## src/rtl/uart_globals_pkg.sv

```systemverilog
// Shared UART transfer-configuration encodings plus the Tx serializer state type.
// Helper functions decode the character length and clamp the oversampling factor.
package uart_globals_pkg;

    localparam int CHAR_LENGTH = 8;

    typedef enum logic [1:0] {
        STOP_ONE_HALF = 2'd0,
        STOP_ONE      = 2'd1,
        STOP_TWO      = 2'd2
    } stop_bit_e;

    typedef enum logic [3:0] {
        UART_NONE = 4'd0,
        UART_5BIT = 4'd5,
        UART_6BIT = 4'd6,
        UART_7BIT = 4'd7,
        UART_8BIT = 4'd8
    } uart_type_e;

    typedef enum logic [3:0] {
        OS_2 = 4'd2,
        OS_4 = 4'd4,
        OS_6 = 4'd6,
        OS_8 = 4'd8
    } oversampling_e;

    typedef enum logic {PARITY_EVEN = 1'b0, PARITY_ODD = 1'b1} parity_e;

    typedef enum logic {LSB_FIRST = 1'b0, MSB_FIRST = 1'b1} shift_direction_e;

    typedef enum logic [2:0] {IDLE, START, DATA, PARITY, STOP} uart_tx_state_e;

    // Number of data bits for a uart_type encoding; 0 means "no transfer".
    function automatic logic [3:0] char_bits(input logic [3:0] uart_type);
        case (uart_type)
            UART_5BIT, UART_6BIT, UART_7BIT, UART_8BIT: return uart_type;
            default:                                    return 4'd0;
        endcase
    endfunction

    function automatic logic [3:0] os_factor(input logic [3:0] os);
        case (os)
            OS_2, OS_4, OS_6, OS_8: return os;
            default:                return OS_2;
        endcase
    endfunction

endpackage

```

## src/rtl/uart_baud_tick_gen.sv

```systemverilog
// Loadable down-counter for bit timing: counts len-1..0 after a load; tick_end marks the
// last cycle of the loaded period and tick_pre_end the cycle before it.
module uart_baud_tick_gen #(
    parameter int W = 21
) (
    input  logic         clk,
    input  logic         rst,
    input  logic         load,
    input  logic [W-1:0] len,
    output logic         tick_end,
    output logic         tick_pre_end
);

    logic [W-1:0] count_q, count_d;

    always_comb begin
        // NOTE: every combinational output gets a default first so no path can infer a latch.
        count_d = count_q;
        if (load) begin
            count_d = len - W'(1);
        end else if (count_q != '0) begin
            count_d = count_q - W'(1);
        end
    end

    always_ff @(posedge clk) begin
        // NOTE: flops use non-blocking assignments so every register samples pre-edge values.
        if (rst) begin
            count_q <= '0;
        end else begin
            count_q <= count_d;
        end
    end

    assign tick_end     = (count_q == '0);
    assign tick_pre_end = (count_q == W'(1));

endmodule

```

## src/rtl/uart_tx_serializer.sv

```systemverilog
// UART transmit serializer: start bit, 5-8 data bits, optional parity, 1/1.5/2 stop bits.
// Define UART_TX_PARITY_EN to include the parity bit; the default build has no parity.
module uart_tx_serializer #(
    parameter int DIV_W       = 16,
    parameter int CHAR_LENGTH = uart_globals_pkg::CHAR_LENGTH
) (
    input  logic                   clk,
    input  logic                   rst,
    input  logic [DIV_W-1:0]       cfg_baud_div,
    input  logic [3:0]             cfg_oversampling,
    input  logic [3:0]             cfg_uart_type,
    input  logic [1:0]             cfg_stop_bit,
    input  logic                   cfg_msb_first,
    input  logic                   cfg_parity,
    input  logic                   s_valid,
    output logic                   s_ready,
    input  logic [CHAR_LENGTH-1:0] s_data,
    output logic                   tx,
    output logic                   busy,
    output logic                   frame_done
);

    import uart_globals_pkg::*;

    localparam int PW = DIV_W + 5;  // holds 2 * div * 8
    localparam int IW = $clog2(CHAR_LENGTH);

    uart_tx_state_e         state_q, state_d;
    logic [CHAR_LENGTH-1:0] data_q, data_d;
    logic [3:0]             nbits_q, nbits_d;
    logic                   msb_first_q, msb_first_d;
    logic [1:0]             stop_q, stop_d;
    logic [PW-1:0]          period_q, period_d;
    logic [IW-1:0]          bit_idx_q, bit_idx_d;
    logic                   tx_q, tx_d;
    logic                   s_ready_q, s_ready_d;
    logic                   busy_q, busy_d;
    logic                   frame_done_q, frame_done_d;

    logic [DIV_W-1:0] div_eff;
    logic [PW-1:0]    period_in, stop_len, tick_len;
    logic [3:0]       nbits_in;
    logic [IW-1:0]    next_idx;
    logic             tick_load, tick_end, tick_pre_end;

    function automatic logic bit_at(input logic [CHAR_LENGTH-1:0] data, input logic [3:0] nbits,
                                    input logic msb_first, input logic [IW-1:0] idx);
        logic [IW-1:0] last;
        last = IW'(nbits - 4'd1);
        return msb_first ? data[last - idx] : data[idx];
    endfunction

    always_comb begin
        div_eff   = (cfg_baud_div == '0) ? DIV_W'(1) : cfg_baud_div;
        period_in = PW'(div_eff) * PW'(os_factor(cfg_oversampling));
        nbits_in  = char_bits(cfg_uart_type);
        case (stop_q)
            STOP_TWO:      stop_len = period_q << 1;
            STOP_ONE_HALF: stop_len = period_q + (period_q >> 1);
            default:       stop_len = period_q;
        endcase
    end

`ifdef UART_TX_PARITY_EN
    logic parity_odd_q, parity_odd_d;
    logic parity_bit;

    always_comb begin
        parity_bit = parity_odd_q;
        for (int i = 0; i < CHAR_LENGTH; i++) begin
            if (4'(i) < nbits_q) parity_bit = parity_bit ^ data_q[i];
        end
    end

    always_ff @(posedge clk) begin
        if (rst) parity_odd_q <= 1'b0;
        else     parity_odd_q <= parity_odd_d;
    end
`else
    logic unused_cfg_parity;
    assign unused_cfg_parity = cfg_parity;
`endif

    // Outputs are registered from the next state, so tx changes in the cycle after a decision.
    always_comb begin
        state_d      = state_q;
        data_d       = data_q;
        nbits_d      = nbits_q;
        msb_first_d  = msb_first_q;
        stop_d       = stop_q;
        period_d     = period_q;
        bit_idx_d    = bit_idx_q;
`ifdef UART_TX_PARITY_EN
        parity_odd_d = parity_odd_q;
`endif
        tx_d         = tx_q;
        frame_done_d = 1'b0;
        tick_load    = 1'b0;
        tick_len     = period_q;
        next_idx     = bit_idx_q + IW'(1);

        case (state_q)
            IDLE: begin
                tx_d = 1'b1;
                // An unsupported character length consumes the character without a frame.
                if (s_valid && s_ready_q && nbits_in != 4'd0) begin
                    data_d       = s_data;
                    nbits_d      = nbits_in;
                    msb_first_d  = cfg_msb_first;
                    stop_d       = cfg_stop_bit;
                    period_d     = period_in;
`ifdef UART_TX_PARITY_EN
                    parity_odd_d = cfg_parity;
`endif
                    bit_idx_d    = '0;
                    tick_load    = 1'b1;
                    tick_len     = period_in;
                    tx_d         = 1'b0;
                    state_d      = START;
                end
            end
            START: begin
                if (tick_end) begin
                    state_d   = DATA;
                    tick_load = 1'b1;
                    tx_d      = bit_at(data_q, nbits_q, msb_first_q, IW'(0));
                end
            end
            DATA: begin
                if (tick_end) begin
                    tick_load = 1'b1;
                    if (bit_idx_q == IW'(nbits_q - 4'd1)) begin
`ifdef UART_TX_PARITY_EN
                        state_d  = PARITY;
                        tx_d     = parity_bit;
`else
                        state_d  = STOP;
                        tx_d     = 1'b1;
                        tick_len = stop_len;
`endif
                    end else begin
                        bit_idx_d = next_idx;
                        tx_d      = bit_at(data_q, nbits_q, msb_first_q, next_idx);
                    end
                end
            end
`ifdef UART_TX_PARITY_EN
            PARITY: begin
                if (tick_end) begin
                    state_d   = STOP;
                    tx_d      = 1'b1;
                    tick_load = 1'b1;
                    tick_len  = stop_len;
                end
            end
`endif
            STOP: begin
                frame_done_d = tick_pre_end;
                if (tick_end) state_d = IDLE;
            end
            default: begin
                state_d = IDLE;
                tx_d    = 1'b1;
            end
        endcase

        s_ready_d = (state_d == IDLE);
        busy_d    = (state_d != IDLE);
    end

    always_ff @(posedge clk) begin
        if (rst) begin
            state_q      <= IDLE;
            data_q       <= '0;
            nbits_q      <= '0;
            msb_first_q  <= 1'b0;
            stop_q       <= '0;
            period_q     <= '0;
            bit_idx_q    <= '0;
            tx_q         <= 1'b1;
            s_ready_q    <= 1'b1;
            busy_q       <= 1'b0;
            frame_done_q <= 1'b0;
        end else begin
            state_q      <= state_d;
            data_q       <= data_d;
            nbits_q      <= nbits_d;
            msb_first_q  <= msb_first_d;
            stop_q       <= stop_d;
            period_q     <= period_d;
            bit_idx_q    <= bit_idx_d;
            tx_q         <= tx_d;
            s_ready_q    <= s_ready_d;
            busy_q       <= busy_d;
            frame_done_q <= frame_done_d;
        end
    end

    uart_baud_tick_gen #(.W(PW)) u_tick (
        .clk          (clk),
        .rst          (rst),
        .load         (tick_load),
        .len          (tick_len),
        .tick_end     (tick_end),
        .tick_pre_end (tick_pre_end)
    );

    assign tx         = tx_q;
    assign s_ready    = s_ready_q;
    assign busy       = busy_q;
    assign frame_done = frame_done_q;

endmodule

```

## config.mk

```make
export PLATFORM = sky130hd
export DESIGN_NAME = uart_tx_serializer
export DESIGN_NICKNAME = d
export VERILOG_FILES = /design/src/rtl/uart_globals_pkg.sv /design/src/rtl/uart_baud_tick_gen.sv /design/src/rtl/uart_tx_serializer.sv
export SDC_FILE = /design/constraint.sdc
export NUM_CORES = 1
export LEC_CHECK = 0
export CORE_ASPECT_RATIO = 1.25
export CORE_UTILIZATION = 25
export DETAILED_ROUTE_END_ITERATION = 6
export GPL_ROUTABILITY_DRIVEN = 1
export REMOVE_ABC_BUFFERS = 1
export SLEW_MARGIN = 40
export SYNTH_ARGS = -nofsm -noshare
export SYNTH_HDL_FRONTEND = slang
export SYNTH_HIERARCHICAL = 1
export SYNTH_SLANG_ARGS = --single-unit
```

## constraint.sdc

```tcl
create_clock -name clk -period 7.8 [get_ports clk]
set_clock_uncertainty 0.05 [all_clocks]
set_input_delay 0.78 -clock clk [delete_from_list [all_inputs] [get_ports clk]]
set_output_delay 0.78 -clock clk [all_outputs]
set_load 0.01 [all_outputs]
```

# After elaboration in Yosys (flattened, before gate mapping)
# Index checks and enable logic that the tools add are counted.
# op_classes
add_sub_neg,6
n_eq_ne,18
mul,1
reduce_logical,19
n_bitwise,1
muxes,36
magnitude_cmp,3
# op_table
cell,count
$mux 21,5
$pmux 21 s2,2
$sub 21x1->21 const B,2
$mux 3,8
$add 21x20->21,1
$eq 21x1->1 const B,1
$logic_not 21->1,1
$reduce_bool 21->1,1
$eq 4x3->1 const B,5
$mul 16x4->20,1
$logic_not 16->1,1
$mux 16,1
$lt 3x4->1 const B,3
$pmux 3 s4,1
$mux 1,11
$bmux 1 s3,3
$eq 4x4->1 const B,2
$mux 4,2
$ne 2x2->1 const B,4
$reduce_or 4->1,2
$logic_not 3->1,2
$pmux 3 s2,1
$eq 4x2->1 const B,1
$pmux 1 s4,1
19 further kinds,22
# totals
ff_bits,66

# Logic depth before layout (Yosys ltp)
# Gate-level depths: netlist (run 1).
# logic_depth
depth_word,9
ltp_mapped,21
ltp_nobuf,20

# Cells and area by module
# Netlist (run 1), hierarchy kept.
# modules_own_cells
module,cells_each,instances,seq_area_each_um2,area_each_um2
uart_tx_serializer,748,1,900.9,5864.4
uart_baud_tick_gen,191,1,420.4,1550.2

# Worst setup path after synthesis (run 1)
# No wires, ideal clock.
# synth_timing
kind,input -> register
start,input cfg_oversampling[1]
end,register u_tick.count_q[20]
t_arrival_ps,5331
t_required_ps,7621
path_buffers,1
path_slack_ps,2290
stages,19
path_cell_list,nor4b_1 -> clkbuf_1 -> and2_1 -> fa_1 -> inv_1 -> fa_1 -> inv_1 -> ha_1 -> a2111oi_2 -> o21a_1 -> o221ai_1 -> a21o_1 -> a41oi_1 -> mux2i_1 -> nand3_1 -> or3_1 -> nor4_1 -> xnor2_1 -> o22ai_1
# synth_via
elab_chain_len,8
elab_cells_between_ends,11
# synth_lines
element,line,text
"start, declared",uart_tx_serializer.sv:10,"input logic [3:0] cfg_oversampling,"
$eq 4x2->1 (tied with other cells),uart_globals_pkg.sv:43,case (os)
$reduce_or 4->1,uart_globals_pkg.sv:43,
$mux 4 *,uart_globals_pkg.sv:43,
$mul 16x4->20 *,uart_tx_serializer.sv:55,period_in = PW'(div_eff) * PW'(os_factor(cfg_oversampling));
$mux 21 *,uart_tx_serializer.sv:106,if (s_valid && s_ready_q && nbits_in != 4'd0) begin
$pmux 21 s2 *,uart_tx_serializer.sv:102,case (state_q)
named net tick_len[17],uart_tx_serializer.sv:41,"logic [PW-1:0] period_in, stop_len, tick_len;"
$sub 21x1->21 *,uart_baud_tick_gen.sv:20,count_d = len - W'(1);
$mux 21 *,uart_baud_tick_gen.sv:19,if (load) begin
"end signal, assigned",uart_baud_tick_gen.sv:31,count_q <= count_d;
"end, declared",uart_baud_tick_gen.sv:14,"logic [W-1:0] count_q, count_d;"
# Mark *: on every way through the listed nets, which the timed path passes. The rest lies on a longest branch.
# A chain may end at the register's enable or synchronous reset.

# Final worst setup path (run 1)
# layout_timing
start,input cfg_oversampling[2]
end,register u_tick.count_q[20]
# Same word-level chain as after synthesis.

==> results of run 1 <==
[sequential cells by signal, indices dropped and copies added (netlist names)]
signal	flops
period_q	21
u_tick/count_q	21
data_q	8
bit_idx_q	3
nbits_q	3
state_q	3
stop_q	2
busy	1
frame_done	1
msb_first_q	1
s_ready	1
tx	1
[cell usage after synthesis (all sizes together) (5+ instances only)]
cell type	count	share of area (%)
nand2	119	6.1
inv	76	3.8
a21oi	68	4.6
dfxtp	66	18
nor2	53	2.7
and2	51	4.3
ha	51	8.6
xnor2	37	4.4
o21ai	33	2.3
clkbuf	32	2.0
nand3	31	2.1
xor2	31	3.7
fa	30	8.1
nor3	23	1.9
a21o	16	1.6
o211ai	13	1.5
mux2i	12	1.6
nor4	12	1.2
or3	11	0.93
a211oi	10	1.1
o22ai	10	0.84
a31oi	9	0.96
nand2b	9	0.76
buf	8	0.78
nor2b	7	0.59
a211o	6	0.71
a32oi	6	0.71
mux4	6	1.8
nor3b	6	0.61
o21a	6	0.61
a22oi	5	0.51
a41oi	5	0.69
and3	5	0.46
nand3b	5	0.51
o41ai	5	0.69
[how the worst max path moves through the flow]
stage,start,end,slack [ps],cells after the start
2_1_floorplan,cfg_oversampling[1],u_tick/count_q[20],2060,18
3_3_place_gp,cfg_oversampling[2],u_tick/count_q[20],1160,20
3_5_place_dp,cfg_oversampling[2],u_tick/count_q[20],1100,20
4_1_cts,cfg_oversampling[2],u_tick/count_q[20],1420,20
5_1_grt,cfg_oversampling[2],u_tick/count_q[16],1090,21
6_report,cfg_oversampling[2],u_tick/count_q[20],1470,20
[cell families after synthesis]
family / synth area share (%)
DFF: 17.82
and+or+nand+nor: 24.50
buffers and inverters: 6.699
muxes: 3.594
adders and majority gates: 16.71
AOI/OAI and AO/OA: 22.22
xor gates and xnor gates: 8.353
other: 0.1013
[routing by layer]
layer,wire [µm],up-vias,part of all wire [%],track usage (%)
met5,0,-,0,0
met4,545,0,2.9,5.229
met3,436,36,2.3,1.048
met2,10060,137,53,23.74
met1,7864,3184,42,14.26
li1,-,3386,-,-
[power by group through the flow]
stage | combinational [mW] | clock (mW) | sequential, mW
finish | 0.898 | 0.451 | 0.475
global route | 0.992 | 0.471 | 0.484
CTS | 0.894 | 0.458 | 0.475
detailed placement | 0.886 | 0 | 0.481
global placement | 0.874 | 0 | 0.477
floorplan | 0.689 | 0 | 0.463
[layout make-up]
class                           count  share of cell area, %
Tap cell                          396                  5.790
Inverter                           77                  3.378
Clock inverter                      6                  1.038
Timing Repair Buffer               49                  5.439
Multi-Input combinational cell    769                  66.12
Clock buffer                       10                  2.793
Sequential cell                    66                  15.44
[worst reg2reg max path: cells and delay by family (launching register included)]
kind / cells / cell delay (ps)
simple gates: 7 / 3150
buf+inv: 2 / 460
flops: 1 / 340
compound gates: 5 / 960
==> metrics.md, run 1 <==
| Metric | Value |
|---|---|
| Clock insertion delay at the later pin of the skew report | `roughly 340 ps` |
| Number of diodes added for antenna fixing | `0` |
| Final Instance Count excl. Fillers | `around 1400` |
| Crit path setup slack, layout | `1469 ps` |
| Synth Flop Type | `sky130_fd_sc_hd__dfxtp_1` |
| Post-route standard cell area excluding fillers | `8557 µm²` |
| Via count | `roughly 6700` |
| TritonRoute pass-1 iters | `5` |
| Count of warnings emitted by yosys | `6` |
| Clock root buffer | `sky130_fd_sc_hd__clkbuf_16` |
| First-pass GRT wire length | `31120 µm` |
| Commonest non-fill, non-tap cell in the layout | `sky130_fd_sc_hd__nand2_1` |
| Post-detail-place hpwl | `approximately 15000 µm` |
| Initial antenna violation count | `0` |
| Footprint of the flip-flops and latches | `1321 µm²` |
| Largest stage delay on the critical path | `520 ps` |
| Site row count | `70` |
| Reported max-cap violation count | `0` |
| Total of hold buffers inserted after clock tree synthesis | `0` |
| Type of the worst min-delay path | `reg -> reg` |
| R2r worst-path depth | `14` |
| Synthesized flop and latch total | `66` |
| Overflow after GRT | `0` |
| Dominant delay contributor by cell family on the critical path | `simple AND/OR/NAND/NOR gates` |
| CTS buffer count | `9` |
| Critical R2R Launch | `u_tick/count_q[8]` |
| Post-CTS setup repair buffer count | `0` |
| Clock tree sinks | `66` |
| Worst Hold Depth | `2` |
| Setup TNS after final layout | `0 ps` |
| Worst reg2reg endpoint | `u_tick/count_q[16]` |
| Crit share post-route | `81.16%` |
| Core outline area | `29250 µm²` |
| Critical Path End Type | `flop` |
| Number of cells after detailed placement | `1357` |
| Post-route antenna net violation count | `0` |
| Number of flops mapped to enable cells by yosys | `0` |
| Static power due to leakage | `3.504 nW` |
| Max VDD drop | `between 0.1 and 0.15 mV` |
| Setup crit start kind | `input port` |
| Slew margin rel. | `52.71%` |
| Overall power consumption | `1.824 mW` |
| Pins over their slew limit | `0` |
| Internal | `1.082 mW` |
| Longest Clk Path Bufs | `2` |
| Number of port buffers | `41` |
| Most frequent cells in the layout | `sky130_fd_sc_hd__nand2_1, sky130_fd_sc_hd__inv_1, sky130_fd_sc_hd__a21oi_1` |
| Global router's overall resource usage | `about 13%` |
| Series of cell instances along the critical path | `clkdlybuf4s50_1, xnor2_1, or3_1, and2_1, fa_1, inv_1, fa_1, inv_1, ha_1, a2111oi_2, o21a_1, o221ai_1, a21o_1, a41oi_1, mux2i_1, nand3_1, or3_1, nor4_1, xnor2_1, o22ai_1` |
| Overall die height | `194.5 µm` |
| Layout cells sized above 1 | `between 6 and 7%` |
| Synth-to-layout area growth | `15.41%` |
| Num ports | `43` |
| Switch share | `40.69%` |
| Post-layout nets | `1092` |
| Mapped Area | `7415 µm²` |
| Seq/Total Area, Yosys | `17.82%` |
| Largest net degree at the start of global routing | `59` |
| Routability congestion estimate | `0.8772` |
| Post-CTS sizing | `0` |
| Full die area | `30360 µm²` |
| WP data required | `7960 ps` |
| Hold violation count in the final report | `0` |
| Unrepaired setup endpoints after global routing | `no` |
| Run status | `finished clean` |
| Worst Setup Path Type | `in -> reg` |
| DR WL/cell | `13.77 µm` |
| Filler cell count in the final layout | `roughly 3100` |
| X dimension of the die | `156.0 µm` |
| Final routed DRC violation total | `0` |
| Avg Vias per Cell | `4.911` |
| PwrDens | `roughly 210 nW/µm²` |
| CP Buf/Inv Count | `3` |
| Worst path arrival time | `6490 ps` |
| Initial cell density of the core | `about 25%` |
| Area of combinational cells with multiple inputs | `5658 µm²` |
| Top fanout value on the critical path | `16` |
| Slew at the pin with the worst max-slew slack | `~700 ps` |
| Final-report setup violation count | `0` |
| R2R setup slack | `2770 ps` |
| Average cell area after synthesis | `7.896 µm²` |
| CP max-delay cell | `sky130_fd_sc_hd__fa_1` |
| Number of distinct library cells after synthesis | `95` |
| Final standard cell utilization of the core | `29.25%` |
| Proportion of power drawn by combinational gates | `between 40 and 50%` |
| Violation count after the first detailed-route iteration | `between 300 and 400` |
| Number of global-route vias before repair | `6379` |
| Share of synthesized registers carrying an async set or reset | `0%` |
| Clock period minus worst slack | `6331 ps` |
| Total detailed-routing wirelength | `18910 µm` |
| Clock tree from TritonCTS | `done` |
| Sequential cell fraction of total power | `26.1%` |
| CTS HTree Levels | `3` |
| Worst-case hold path end point | `nbits_q[1]` |
| Clock Pin Slew Worst Setup and Hold Paths | `around 60 ps` |
| Startpoint of the worst hold path | `nbits_q[1]` |
| Worst slack at placement | `roughly 1100 ps` |
| Post-Syn Instances | `939` |
| Switching power | `742.4 µW` |
| Post-placement cell area | `8229 µm²` |
| Highest Clock Rate | `0.1580 GHz` |
| Power share of the clock group | `24.7%` |
| Worst hold margin | `411.7 ps` |
(Power assumes the default switching activity.)
==> run 2: changes to the inputs <==
Clock period 7.8 ns to 6.3 ns, I/O delays scaled along.
==> run 2 against run 1 <==
  * Non-clock buffer count up 10
  * Via count up 1.3%
  * Worst hold slack better by 0.98 ps
  * Critical endpoint unchanged
  * Power up 27%
  * Critical path type unchanged
  * Clock power up 30%
  * Sequential share of layout area down 0.17 points
==> metrics.md, run 2 (synthesis gave the netlist of run 1 again) <==
| Metric | Value |
|---|---|
| Clock tree sinks | `66 (unchanged)` |
| Setup crit start kind | `input port` |
| Number of diodes added for antenna fixing | `0 (unchanged)` |
| Layout cells sized above 1 | `7.801% (+0.94 points)` |
| Site row count | `70 (unchanged)` |
| Run status | `finished clean` |
| Hold violation count in the final report | `0 (unchanged)` |
| Post-CTS sizing | `0 (unchanged)` |
| Clock period minus worst slack | `approximately 6000 ps` |
| Crit share post-route | `about 93%` |
| Total length of routed met3 wires | `533 µm (+22%)` |
| Initial antenna violation count | `0 (unchanged)` |
| Type of the worst min-delay path | `reg -> reg` |
| Sum of met2 wire segment lengths after detailed routing | `10410 µm (+3.4%)` |
| Final routed DRC violation total | `0 (unchanged)` |
| Reported max-cap violation count | `0 (unchanged)` |
| Full die area | `30360 µm² (unchanged)` |
| Total detailed-routing wirelength | `19230 µm (+1.7%)` |
| TritonRoute pass-1 iters | `6 (+1)` |
| Largest net degree at the start of global routing | `45 (-24%)` |
| Crit path setup slack, layout | `451.2 ps (-1018 ps)` |
| Post-detail-place hpwl | `15370 µm (+3.8%)` |
| Worst path arrival time | `6010 ps (-480 ps)` |
| Avg Vias per Cell | `4.941 (+0.62%)` |
| Num ports | `43 (unchanged)` |
| Routability congestion estimate | `0.8644 (-1.5%)` |
| R2R setup slack | `1470 ps (-1300 ps)` |
| Post-CTS setup repair buffer count | `0 (unchanged)` |
| Post-route antenna net violation count | `0 (unchanged)` |
| Top layer reached by signal wires | `met4` |
| Core outline area | `29250 µm² (unchanged)` |
| Overflow after GRT | `0 (unchanged)` |
| First-pass GRT wire length | `32660 µm (+5.0%)` |
| Longest Clk Path Bufs | `2 (unchanged)` |
| CTS HTree Levels | `3 (unchanged)` |
| Slew margin rel. | `48.22% (-4.5 points)` |
| Worst hold margin | `412.7 ps (+0.9770 ps)` |
| Unrepaired setup endpoints after global routing | `no` |
| Routed met1 length | `7781 µm (-1.1%)` |
| Overall die height | `194.5 µm (unchanged)` |
| Slew at the pin with the worst max-slew slack | `773.8 ps (+70.97 ps)` |
| Clock root buffer | `sky130_fd_sc_hd__clkbuf_16` |
| Number of global-route vias before repair | `6741 (+5.7%)` |
| Regs by FF count | `period_q (21), u_tick/count_q (21), data_q (8)` |
| PwrDens | `267.0 nW/µm² (+25%)` |
| Static power due to leakage | `3.557 nW (+1.5%)` |
| Overall power consumption | `2.310 mW (+27%)` |
| Violation count after the first detailed-route iteration | `458 (+45%)` |
| Highest Clock Rate | `0.1710 GHz` |
| Largest stage delay on the critical path | `520 ps (about the same)` |
| Synth-to-layout area growth | `16.66%` |
| Number of port buffers | `41 (unchanged)` |
| Setup TNS after final layout | `0 ps (unchanged)` |
| Pins over their slew limit | `0 (unchanged)` |
| CP Buf/Inv Count | `3 (unchanged)` |
| Filler cell count in the final layout | `3221 (+2.5%)` |
| Series of cell instances along the critical path | `clkdlybuf4s50_1, xnor2_1, or3_1, and2_1, fa_1, inv_1, fa_1, inv_1, ha_1, o21a_1, o2111ai_1, a21oi_1, o31a_1, o41ai_1, mux2i_1, nand3_1, or3_1, nor4_1, xnor2_1, o22ai_1` |
| Clock insertion delay at the later pin of the skew report | `340 ps (about the same)` |
| CP max-delay cell | `sky130_fd_sc_hd__fa_1` |
| Via count | `6834 (+1.3%)` |
| Worst slack at placement | `120.8 ps (-978.2 ps)` |
| Initial cell density of the core | `25.35% (unchanged)` |
| Clock tree from TritonCTS | `done` |
| Post-layout nets | `1102 (+0.92%)` |
| Most frequent cells in the layout | `sky130_fd_sc_hd__nand2_1, sky130_fd_sc_hd__inv_1, sky130_fd_sc_hd__a21oi_1` |
| Critical Path End Type | `flop` |
| Commonest non-fill, non-tap cell in the layout | `sky130_fd_sc_hd__nand2_1` |
| Worst Setup Path Type | `in -> reg` |
| Clock Pin Slew Worst Setup and Hold Paths | `60 ps (about the same)` |
| Dominant delay contributor by cell family on the critical path | `simple AND/OR/NAND/NOR gates` |
| Max VDD drop | `0.1720 mV (+49%)` |
| Global router's overall resource usage | `13.22% (+0.63 points)` |
| WP data required | `6460 ps (-1500 ps)` |
| Final-report setup violation count | `0 (unchanged)` |
| Total of hold buffers inserted after clock tree synthesis | `0 (unchanged)` |
| CTS buffer count | `9 (unchanged)` |
| X dimension of the die | `156.0 µm (unchanged)` |
| DR WL/cell | `13.91 µm (+0.97%)` |
| Top fanout value on the critical path | `6 (-10)` |
[run 2: cell count changes in the layout (fill, tap and decap cells not counted)]
cell                        change
sky130_fd_sc_hd__buf_4         +10
sky130_fd_sc_hd__bufinv_16      +1
sky130_fd_sc_hd__clkbuf_1       +1
sky130_fd_sc_hd__clkbuf_8       -1
sky130_fd_sc_hd__clkinv_2       -1
sky130_fd_sc_hd__nand2_1        -1
sky130_fd_sc_hd__nand2_2        +1
[run 2: path summary, 6_finish.rpt]
kind,start,to,cells after the start
worst max-delay path,cfg_oversampling[2],u_tick/count_q[20],20
worst min-delay path,nbits_q[1],nbits_q[1],2
worst max register to register,u_tick/count_q[8],u_tick/count_q[16],15
worst min register to register,nbits_q[1],nbits_q[1],2
[run 2: layout make-up]
type                            instances  area, µm²  area share (%)
Clock buffer                           10      229.0           2.647
Clock inverter                          6      113.9           1.316
Inverter                               77      289.0           3.342
Multi-Input combinational cell        769       5660           65.44
Sequential cell                        66       1321           15.28
Tap cell                              396      495.5           5.728
Timing Repair Buffer                   59      540.5           6.249
[run 2: worst min-delay path: cells and delay by family (launching register included)]
family           cells  cell delay, ps
AO/OA/AOI/OAI        1              50
flip-flops           1             310
AND/OR/NAND/NOR      1              50
[run 2: power breakdown]
part	total (mW)	internal [mW]	switching [mW]	leakage, nW
clock network	0.588	0.388	0.200	0.159
logic	1.13	0.498	0.634	2.86
registers	0.591	0.497	0.0936	0.537
total	2.31	1.38	0.927	3.56
[run 2: stage by stage]
stage / instance area, µm² / std cells / util [%]
floorplan: 7256 / 912 / -
global placement: 8298 / 1367 / 28.37
detailed placement: 8304 / 1367 / 28.39
CTS: 8647 / 1383 / 29.56
global route: 8650 / 1383 / 29.57
finish: 8650 / 1383 / 29.57
[run 2: metal layers]
metal	track usage [%]	vias to the layer above
met3	1.449	30
met2	24.79	159
met5	0	-
met1	15.00	3228
li1	-	3417
met4	5.192	0
==> run 3: changes to the inputs <==
Settings changed: CAP_MARGIN set to 30, PLACE_DENSITY set to 0.41, TNS_END_PERCENT set to 50.
==> run 3 against run 2 <==
  * Utilization grew 0.53 points
  * Fmax shrank 1.5%
  * Cell area up 1.8%
  * Sequential share of layout area down 0.27 points
  * Register-to-register slack worse by 90 ps
  * Die area is the same
  * Critical path type unchanged
  * Highest routed layer unchanged
==> metrics.md, run 3 (synthesis gave the netlist of run 1 again) <==
| Metric | Value |
|---|---|
| Run status | `finished clean` |
| WP data required | `6480 ps (+20 ps)` |
| Final routed DRC violation total | `0 (unchanged)` |
| Total detailed-routing wirelength | `21220 µm (+10%)` |
| Post-CTS setup repair buffer count | `0 (unchanged)` |
| Setup TNS after final layout | `0 ps (unchanged)` |
| First-pass GRT wire length | `35720 µm (+9.4%)` |
| Regs by FF count | `period_q (21), u_tick/count_q (21), data_q (8)` |
| Routability congestion estimate | `0.7977 (-7.7%)` |
| PwrDens | `259.3 nW/µm² (-2.9%)` |
| Worst Setup Path Type | `in -> reg` |
| Static power due to leakage | `3.674 nW (+3.3%)` |
| Slew margin rel. | `52.10% (+3.9 points)` |
| Global router's overall resource usage | `14.93% (+1.7 points)` |
| X dimension of the die | `156.0 µm (unchanged)` |
| Post-detail-place hpwl | `17080 µm (+11%)` |
| Crit share post-route | `94.23% (+1.4 points)` |
| Max VDD drop | `0.1440 mV (-16%)` |
| Post-layout nets | `1129 (+2.5%)` |
| Type of the worst min-delay path | `reg -> reg` |
| Top fanout value on the critical path | `7 (+1)` |
| Overflow after GRT | `0 (unchanged)` |
| Longest Clk Path Bufs | `2 (unchanged)` |
| Setup crit start kind | `input port` |
| Critical Path End Type | `flop` |
| Series of cell instances along the critical path | `clkdlybuf4s50_1, xnor2_1, or3_1, and2_1, fa_1, inv_1, fa_1, inv_1, ha_1, o21a_1, o2111ai_1, a21oi_1, o31a_1, o41ai_1, buf_4, mux2i_1, nand3_1, or3_1, nor4_1, xnor2_1, o22ai_1` |
| Via count | `6734 (-1.5%)` |
| Number of diodes added for antenna fixing | `0 (unchanged)` |
| Total of hold buffers inserted after clock tree synthesis | `0 (unchanged)` |
| Synth-to-layout area growth | `18.76%` |
| Violation count after the first detailed-route iteration | `287 (-37%)` |
| Clock insertion delay at the later pin of the skew report | `360 ps (+20 ps)` |
| Layout cells sized above 1 | `10.27% (+2.5 points)` |
| Worst slack at placement | `9.979 ps (-110.8 ps)` |
| Unrepaired setup endpoints after global routing | `no` |
| Core outline area | `29250 µm² (unchanged)` |
| Number of port buffers | `41 (unchanged)` |
| CTS buffer count | `9 (unchanged)` |
| Post-route antenna net violation count | `0 (unchanged)` |
| TritonRoute pass-1 iters | `4 (-2)` |
| Clock tree from TritonCTS | `done` |
| Worst path arrival time | `6110 ps (+100 ps)` |
| Largest net degree at the start of global routing | `39 (-13%)` |
| Number of global-route vias before repair | `6865 (+1.8%)` |
| Clock root buffer | `sky130_fd_sc_hd__clkbuf_16` |
| Clock tree sinks | `66 (unchanged)` |
| Reported max-cap violation count | `0 (unchanged)` |
| Post-CTS sizing | `0 (unchanged)` |
| CTS HTree Levels | `3 (unchanged)` |
| Slew at the pin with the worst max-slew slack | `715.8 ps (-58.02 ps)` |
| Highest Clock Rate | `0.1684 GHz (-1.5%)` |
| Commonest non-fill, non-tap cell in the layout | `sky130_fd_sc_hd__nand2_1` |
| Overall die height | `194.5 µm (unchanged)` |
| Clock Pin Slew Worst Setup and Hold Paths | `60 ps (about the same)` |
| Final-report setup violation count | `0 (unchanged)` |
| Hold violation count in the final report | `0 (unchanged)` |
| Clock period minus worst slack | `5937 ps (+87.71 ps)` |
| Pins over their slew limit | `0 (unchanged)` |
| CP max-delay cell | `sky130_fd_sc_hd__fa_1` |
| Crit path setup slack, layout | `363.5 ps (-87.71 ps)` |
| DR WL/cell | `15.06 µm (+8.3%)` |
| Initial antenna violation count | `0 (unchanged)` |
| Largest stage delay on the critical path | `530 ps (about the same)` |
| Num ports | `43 (unchanged)` |
| Site row count | `70 (unchanged)` |
| Full die area | `30360 µm² (unchanged)` |
| Most frequent cells in the layout | `sky130_fd_sc_hd__nand2_1, sky130_fd_sc_hd__inv_1, sky130_fd_sc_hd__a21oi_1` |
| Avg Vias per Cell | `4.779 (-3.3%)` |
| Initial cell density of the core | `25.35% (unchanged)` |
run 3: final timing paths:
| kind | cells past startpoint | startpoint | slack, ps | to |
|---|---|---|---|---|
| worst max register to register | 15 | u_tick/count_q[8] | 1380 | u_tick/count_q[16] |
| worst min register to register | 2 | nbits_q[1] | 410 | nbits_q[1] |
| worst max-delay path | 21 | cfg_oversampling[2] | 360 | u_tick/count_q[20] |
| worst min-delay path | 2 | nbits_q[1] | 410 | nbits_q[1] |
run 3: per-stage QoR:
stage / instances / cell area [µm²] / total power [mW] / hold slack (ps) / util (%)
finish: 1409 / 8806 / 2.283 / 407.1 / 30.10
detailed placement: 1394 / 8507 / 1.773 / 402.2 / 29.08
floorplan: 912 / 7256 / 1.426 / 375.8 / -
CTS: 1409 / 8801 / 2.313 / 410.4 / 30.09
global route: 1409 / 8806 / 2.482 / 430.6 / 30.10
global placement: 1394 / 8501 / 1.772 / 392.8 / 29.06
run 3: where the power goes:
part	internal (mW)	total [mW]	switching, mW
registers	0.497	0.592	0.0948
clock network	0.314	0.522	0.209
logic	0.529	1.17	0.640
total	1.34	2.28	0.944
run 3: area by class of cell:
class,instances,area [µm²]
repair buffers,86,743.2
clock inverters,5,55.05
well taps,396,495.5
multi-input cells,769,5663
flip-flops and latches,66,1321
fillers,3255,20450
inverters,77,289.0
clock buffers,10,239.0
run 3: per-layer routing:
layer | global-route usage (%) | share of wire, % | up-vias | routed length, µm
li1 | - | - | 3470 | -
met1 | 17.75 | 43 | 3166 | 9224
met2 | 27.50 | 53 | 77 | 11250
met3 | 1.628 | 1.7 | 21 | 362
met4 | 4.866 | 1.8 | 0 | 384
met5 | 0 | 0 | - | 0
run 3: worst max-delay path: cells and delay by family:
family / cells / cell delay [ps]
XOR/XNOR: 2 / 300
multiplexers: 1 / 290
buffers and inverters: 4 / 730
AO/OA/AOI/OAI: 6 / 1360
adder cells (fa/ha/maj): 3 / 1300
AND/OR/NAND/NOR: 5 / 1470
==> RTL edit 1: new RTL, config.mk and constraints of run 3 <==
Build with the macro `UART_TX_PARITY_EN` defined.
--- a/src/rtl/uart_tx_serializer.sv
+++ b/src/rtl/uart_tx_serializer.sv
@@ -1,5 +1,7 @@
 // UART transmit serializer: start bit, 5-8 data bits, optional parity, 1/1.5/2 stop bits.
 // Define UART_TX_PARITY_EN to include the parity bit; the default build has no parity.
+`define UART_TX_PARITY_EN
+
 module uart_tx_serializer #(
     parameter int DIV_W       = 16,
     parameter int CHAR_LENGTH = uart_globals_pkg::CHAR_LENGTH
Function: no difference found for any inputs over 10 cycles, from zero or initial values and one cycle with rst high; that may be too few to reach the edited logic, so the function may still have changed.
==> RTL edit 1 against run 3 <==
Final cell count fell by 0.71%. First-iteration DRC count fell by 0.35%. Sequential cell count rose by 2. Synthesized area fell by 0.88%. Setup slack improved by 0.066 ns. Highest routed layer unchanged. Design area fell by 1.3%. Critical endpoint is now u_tick/count_q[16]$_SDFFE_PP0P_. Total power rose by 1.2%. Die area fell by 0.87%. Core utilization rose by 0.22 points. Routed wire length rose by 0.61%.
==> RTL edit 1: results (changes against run 3) <==
* FMAX at 0.1703 GHz (was 0.1684 GHz)
* Fillers at 3201 (was 3255)
* First-pass GRT wire length at 35.72 mm (unchanged)
* Worst Hold Class: flop to flop (unchanged)
* Reg-to-reg slack, setup at 1.34 ns (was 1.38 ns)
* Worst Max-Slew Pin Slew at 0.6876 ns (was 0.7158 ns)
* Post-DP HPWL at 17.20 mm (was 17.08 mm)
* I/O Buffers at 42 (was 41)
* Sequential share of the synthesized area at 18.52% (was 17.82%)
* Top cells by count, synth: nand2_1 (103), a21oi_1 (80), inv_1 (73), dfxtp_1 (68), nor2_1 (68) (was nand2_1 (116), inv_1 (75), a21oi_1 (67), dfxtp_1 (66), nor2_1 (52))
* Met3 Use GR at 1.341% (was 1.628%)
* Total track usage at 14.89% (was 14.93%)
* Multi-In Gates at 782 (was 769)
* Post-synth ARST share at 0% (unchanged)
* Worst-skew pair later-pin latency at 0.34 ns (was 0.36 ns)
* Mapped Cells at 949 (was 939)
* Crit path max fanout at 8 (was 7)
* Multi-input gate share of total cell area at 64.49% (was 64.31%)
* Vias per cell at 4.808 (was 4.779)
* Seq power at 0.000595 W
* Final nets at 1125 (was 1129)
* Initial antenna violation count at 0 (unchanged)
* CTS Buf Count at 9 (unchanged)
* Max clock buf depth at 2 (unchanged)
* Sw Share at 39.17% (was 41.35%)
* Clock power share at 25.7% (was 22.9%)
* Plain + repair buffers at 69 (was 86)
* Slowest CP cell: fa_1 (unchanged)
* Initial DRC count at 286 (was 287)
* PwrDens at 265.9 nW/um2 (was 259.3 nW/um2)
* Share of post-route cells with drive strength above 1 at 8.127% (was 10.27%)
* Clock Pin Slew Worst Setup and Hold Paths at 0.06 ns (about the same)
* Dpl ws at 0.04158 ns (was 0.009979 ns)
* Vias in the first global route at 6872 (was 6865)
* Invs w/o clock at 74 (was 77)
* Placer congestion estimate at 0.7690 (was 0.7977)
* Via count at 6727 (was 6734)
* Non-clock buffer share at 7.111% (was 8.440%)
* Sequential cells at 68 (was 66)
* Final WL at 21.35 mm (was 21.22 mm)
* Worst r2r src: u_tick/count_q[13]$_SDFFE_PP0P_ (was u_tick/count_q[8]$_SDFFE_PP0P_)
* Critical Path End: u_tick/count_q[16]$_SDFFE_PP0P_ (was u_tick/count_q[20]$_SDFFE_PP0P_)
* CP arrival at 6.09 ns (was 6.11 ns)
* GR Layer Usage met2 at 27.50% (about the same)
* LEAKAGE at 3.577 nW (was 3.674 nW)
* Status: complete, no violations (unchanged)
* Post-synth cell types at 89 (was 95)
* Sequential cell area share at 15.66% (was 15.00%)
* Clock-cell share at 3.930% (was 3.339%)
* GR Util met1 at 17.82% (was 17.75%)
* FF-to-FF path depth at 14 (was 15)
* Largest net degree at the start of global routing at 36 (was 39)
* Max IR drop VDD at 149.2 uV (was 144.0 uV)
* Setup bufs post-CTS at 0 (unchanged)
* Placed cells at 1383 (was 1394)
* Top post-synthesis cells by area: dfxtp_1 (19%), ha_1 (8.9%), fa_1 (8.2%) (was dfxtp_1 (18%), ha_1 (8.6%), fa_1 (8.1%))
[RTL edit 1: per-stage QoR]
stage	hold slack [ns]	area, um2
global placement	0.4064	8351
CTS	0.4252	8692
detailed placement	0.4147	8351
global route	0.4529	8692
floorplan	0.3885	7236
finish	0.4199	8692
[RTL edit 1: critical path, delay by kind of cell]
family	cells	cell delay, ns
compound gates	9	1.63
buf+inv	3	0.57
simple gates	5	1.59
fa+ha+maj	3	1.31
xor+xnor	2	0.37
[RTL edit 1: kinds of logic (layout without fill, tap and decap cells)]
group,after synthesis,after routing,synth area share (%)
multiplexers,14,14,2.945
AND/OR/NAND/NOR,376,376,26.74
AO/OA/AOI/OAI,223,223,19.88
adder cells (fa/ha/maj),82,82,17.02
flip-flops,68,68,18.52
other,2,15,0.1022
XOR/XNOR,72,72,8.784
buffers and inverters,112,159,5.992
[RTL edit 1: worst min-delay path by stage]
stage,startpoint,endpoint,cells past startpoint
3_5_place_dp,stop_q[0]$_SDFFE_PP0P_,stop_q[0]$_SDFFE_PP0P_,2
3_3_place_gp,stop_q[0]$_SDFFE_PP0P_,stop_q[0]$_SDFFE_PP0P_,2
6_report,stop_q[0]$_SDFFE_PP0P_,stop_q[0]$_SDFFE_PP0P_,2
4_1_cts,stop_q[0]$_SDFFE_PP0P_,stop_q[0]$_SDFFE_PP0P_,2
5_1_grt,stop_q[0]$_SDFFE_PP0P_,stop_q[0]$_SDFFE_PP0P_,2
2_1_floorplan,stop_q[0]$_SDFFE_PP0P_,stop_q[0]$_SDFFE_PP0P_,2
[RTL edit 1: routing by layer]
| layer | part of all wire [%] | vias up |
|---|---|---|
| met5 | 0 | - |
| met4 | 1.9 | 0 |
| met3 | 2.3 | 19 |
| met2 | 52 | 99 |
| met1 | 44 | 3185 |
| li1 | - | 3424 |
==> RTL edit 2: new RTL, settings of run 3 <==
Made on the original files. Encoding of `uart_tx_state_e`: now one-hot (5 bits for 5 states).
--- a/src/rtl/uart_globals_pkg.sv
+++ b/src/rtl/uart_globals_pkg.sv
@@ -29,7 +29,7 @@
 
     typedef enum logic {LSB_FIRST = 1'b0, MSB_FIRST = 1'b1} shift_direction_e;
 
-    typedef enum logic [2:0] {IDLE, START, DATA, PARITY, STOP} uart_tx_state_e;
+    typedef enum logic [4:0] {IDLE = 5'b00001, START = 5'b00010, DATA = 5'b00100, PARITY = 5'b01000, STOP = 5'b10000} uart_tx_state_e;
 
     // Number of data bits for a uart_type encoding; 0 means "no transfer".
     function automatic logic [3:0] char_bits(input logic [3:0] uart_type);
Behaviour: same outputs for any inputs over 10 cycles, from zero or initial values and one cycle with rst high; not proved beyond that.
==> RTL edit 2 against run 3 <==
Final cell count is 1.6% lower. Design area is 0.40% lower. Routed wire length is 6.2% lower. Synthesized area is 2.4% lower. Core utilization is 0.78 points higher. Setup slack better by 0.071 ns. Register-to-register slack worse by 0.10 ns. Via count is 0.70% lower. Die area is 2.4% lower. Clock power is 2% higher. Total power is 12% lower. Sequential cell count is 2 higher. Critical endpoint unchanged.
==> RTL edit 2: results (changes against run 3) <==
* Multi-In Gates at 769 (unchanged)
* Setup tns final at 0 ns (unchanged)
* Clock Pin Slew Worst Setup and Hold Paths at 0.06 ns (about the same)
* Post-DP HPWL at 16.06 mm (was 17.08 mm)
* M1 wire length at 9.067 mm (was 9.224 mm)
* Placer congestion estimate at 0.7787 (was 0.7977)
* PwrDens at 228.7 nW/um2 (was 259.3 nW/um2)
* Post-synthesis compound-gate area fraction at 21.59% (was 22.22%)
* Vias per cell at 4.821 (was 4.779)
* Fillers at 3060 (was 3255)
* GR Layer Usage met2 at 27.01% (was 27.50%)
* Max_slew headroom at 45.64% (was 52.10%)
* DP Area at 8451 um2 (was 8507 um2)
* Total track usage at 14.15% (was 14.93%)
* WL met3 at 243 um (was 362 um)
* LEAKAGE at 3.754 nW (was 3.674 nW)
* Crit path max fanout at 8 (was 7)
* Register area at 1361 um2 (was 1321 um2)
* Clock-cell share at 3.552% (was 3.339%)
* GR Util met1 at 16.57% (was 17.75%)
* Final WL at 19.90 mm (was 21.22 mm)
* Clock-net power at 0.000534 W (was 0.000522 W)
* Final Util at 30.88% (was 30.10%)
* Post-synth cell types at 83 (was 95)
* Post-Synth Adder-Cell Area at 17.13% (was 16.71%)
* Number of clock buffers in the layout at 11 (was 10)
* Initial DRC count at 220 (was 287)
* Net Switching at 0.0007555 W (was 0.0009442 W)
* Max IR drop VDD at 126.7 uV (was 144.0 uV)
* Wire per inst at 14.34 um (was 15.06 um)
* Combinational power at 0.000920 W (was 0.00117 W)
* Sequential share of the synthesized area at 18.82% (was 17.82%)
* Setup bufs post-CTS at 0 (unchanged)
* Dpl ws at -0.04327 ns (was 0.009979 ns)
* Share of post-route cells with drive strength above 1 at 10.27% (about the same)
* Plain + repair buffers at 100 (was 86)
* Largest net degree at the start of global routing at 42 (was 39)
* Worst-skew pair later-pin latency at 0.34 ns (was 0.36 ns)
* First-pass GRT wire length at 33.40 mm (was 35.72 mm)
* Met3 Use GR at 1.647% (was 1.628%)
* DR pass1 iterations at 4 (unchanged)
* Post-synthesis mux area share at 2.854% (was 3.594%)
* Status: complete, no violations (unchanged)
* Final nets at 1147 (was 1129)
* Multi-input gate share of total cell area at 62.81% (was 64.31%)
* Die X-Extent at 154.1 um (was 156.0 um)
* Invs w/o clock at 79 (was 77)
* Non-clock buffer share at 9.672% (was 8.440%)
* Synth Area in XOR/XNOR at 7.974% (was 8.353%)
* Met2 WL at 10.38 mm (was 11.25 mm)
* Placed cells at 1371 (was 1394)
* Vias in the first global route at 6642 (was 6865)
RTL edit 2: changes by cell type after synthesis, sizes merged, moves of 4 or more:
cell,delta
nand2,-16
or3,+5
buf,-4
mux2i,-6
o21a,+6
o41ai,-4
o21ai,+7
nor2,+7
a21oi,+10
nand3b,+4
a21o,+6
RTL edit 2: path summary, 6_finish.rpt:
kind	from	endpoint	slack, ns	depth (start not counted)
max reg2reg	u_tick/count_q[5]$_SDFFE_PP0P_	u_tick/count_q[20]$_SDFFE_PP0P_	1.28	17
min	nbits_q[1]$_SDFFE_PP0P_	nbits_q[1]$_SDFFE_PP0P_	0.41	2
min reg2reg	nbits_q[1]$_SDFFE_PP0P_	nbits_q[1]$_SDFFE_PP0P_	0.41	2
max	cfg_oversampling[2]	u_tick/count_q[20]$_SDFFE_PP0P_	0.43	23
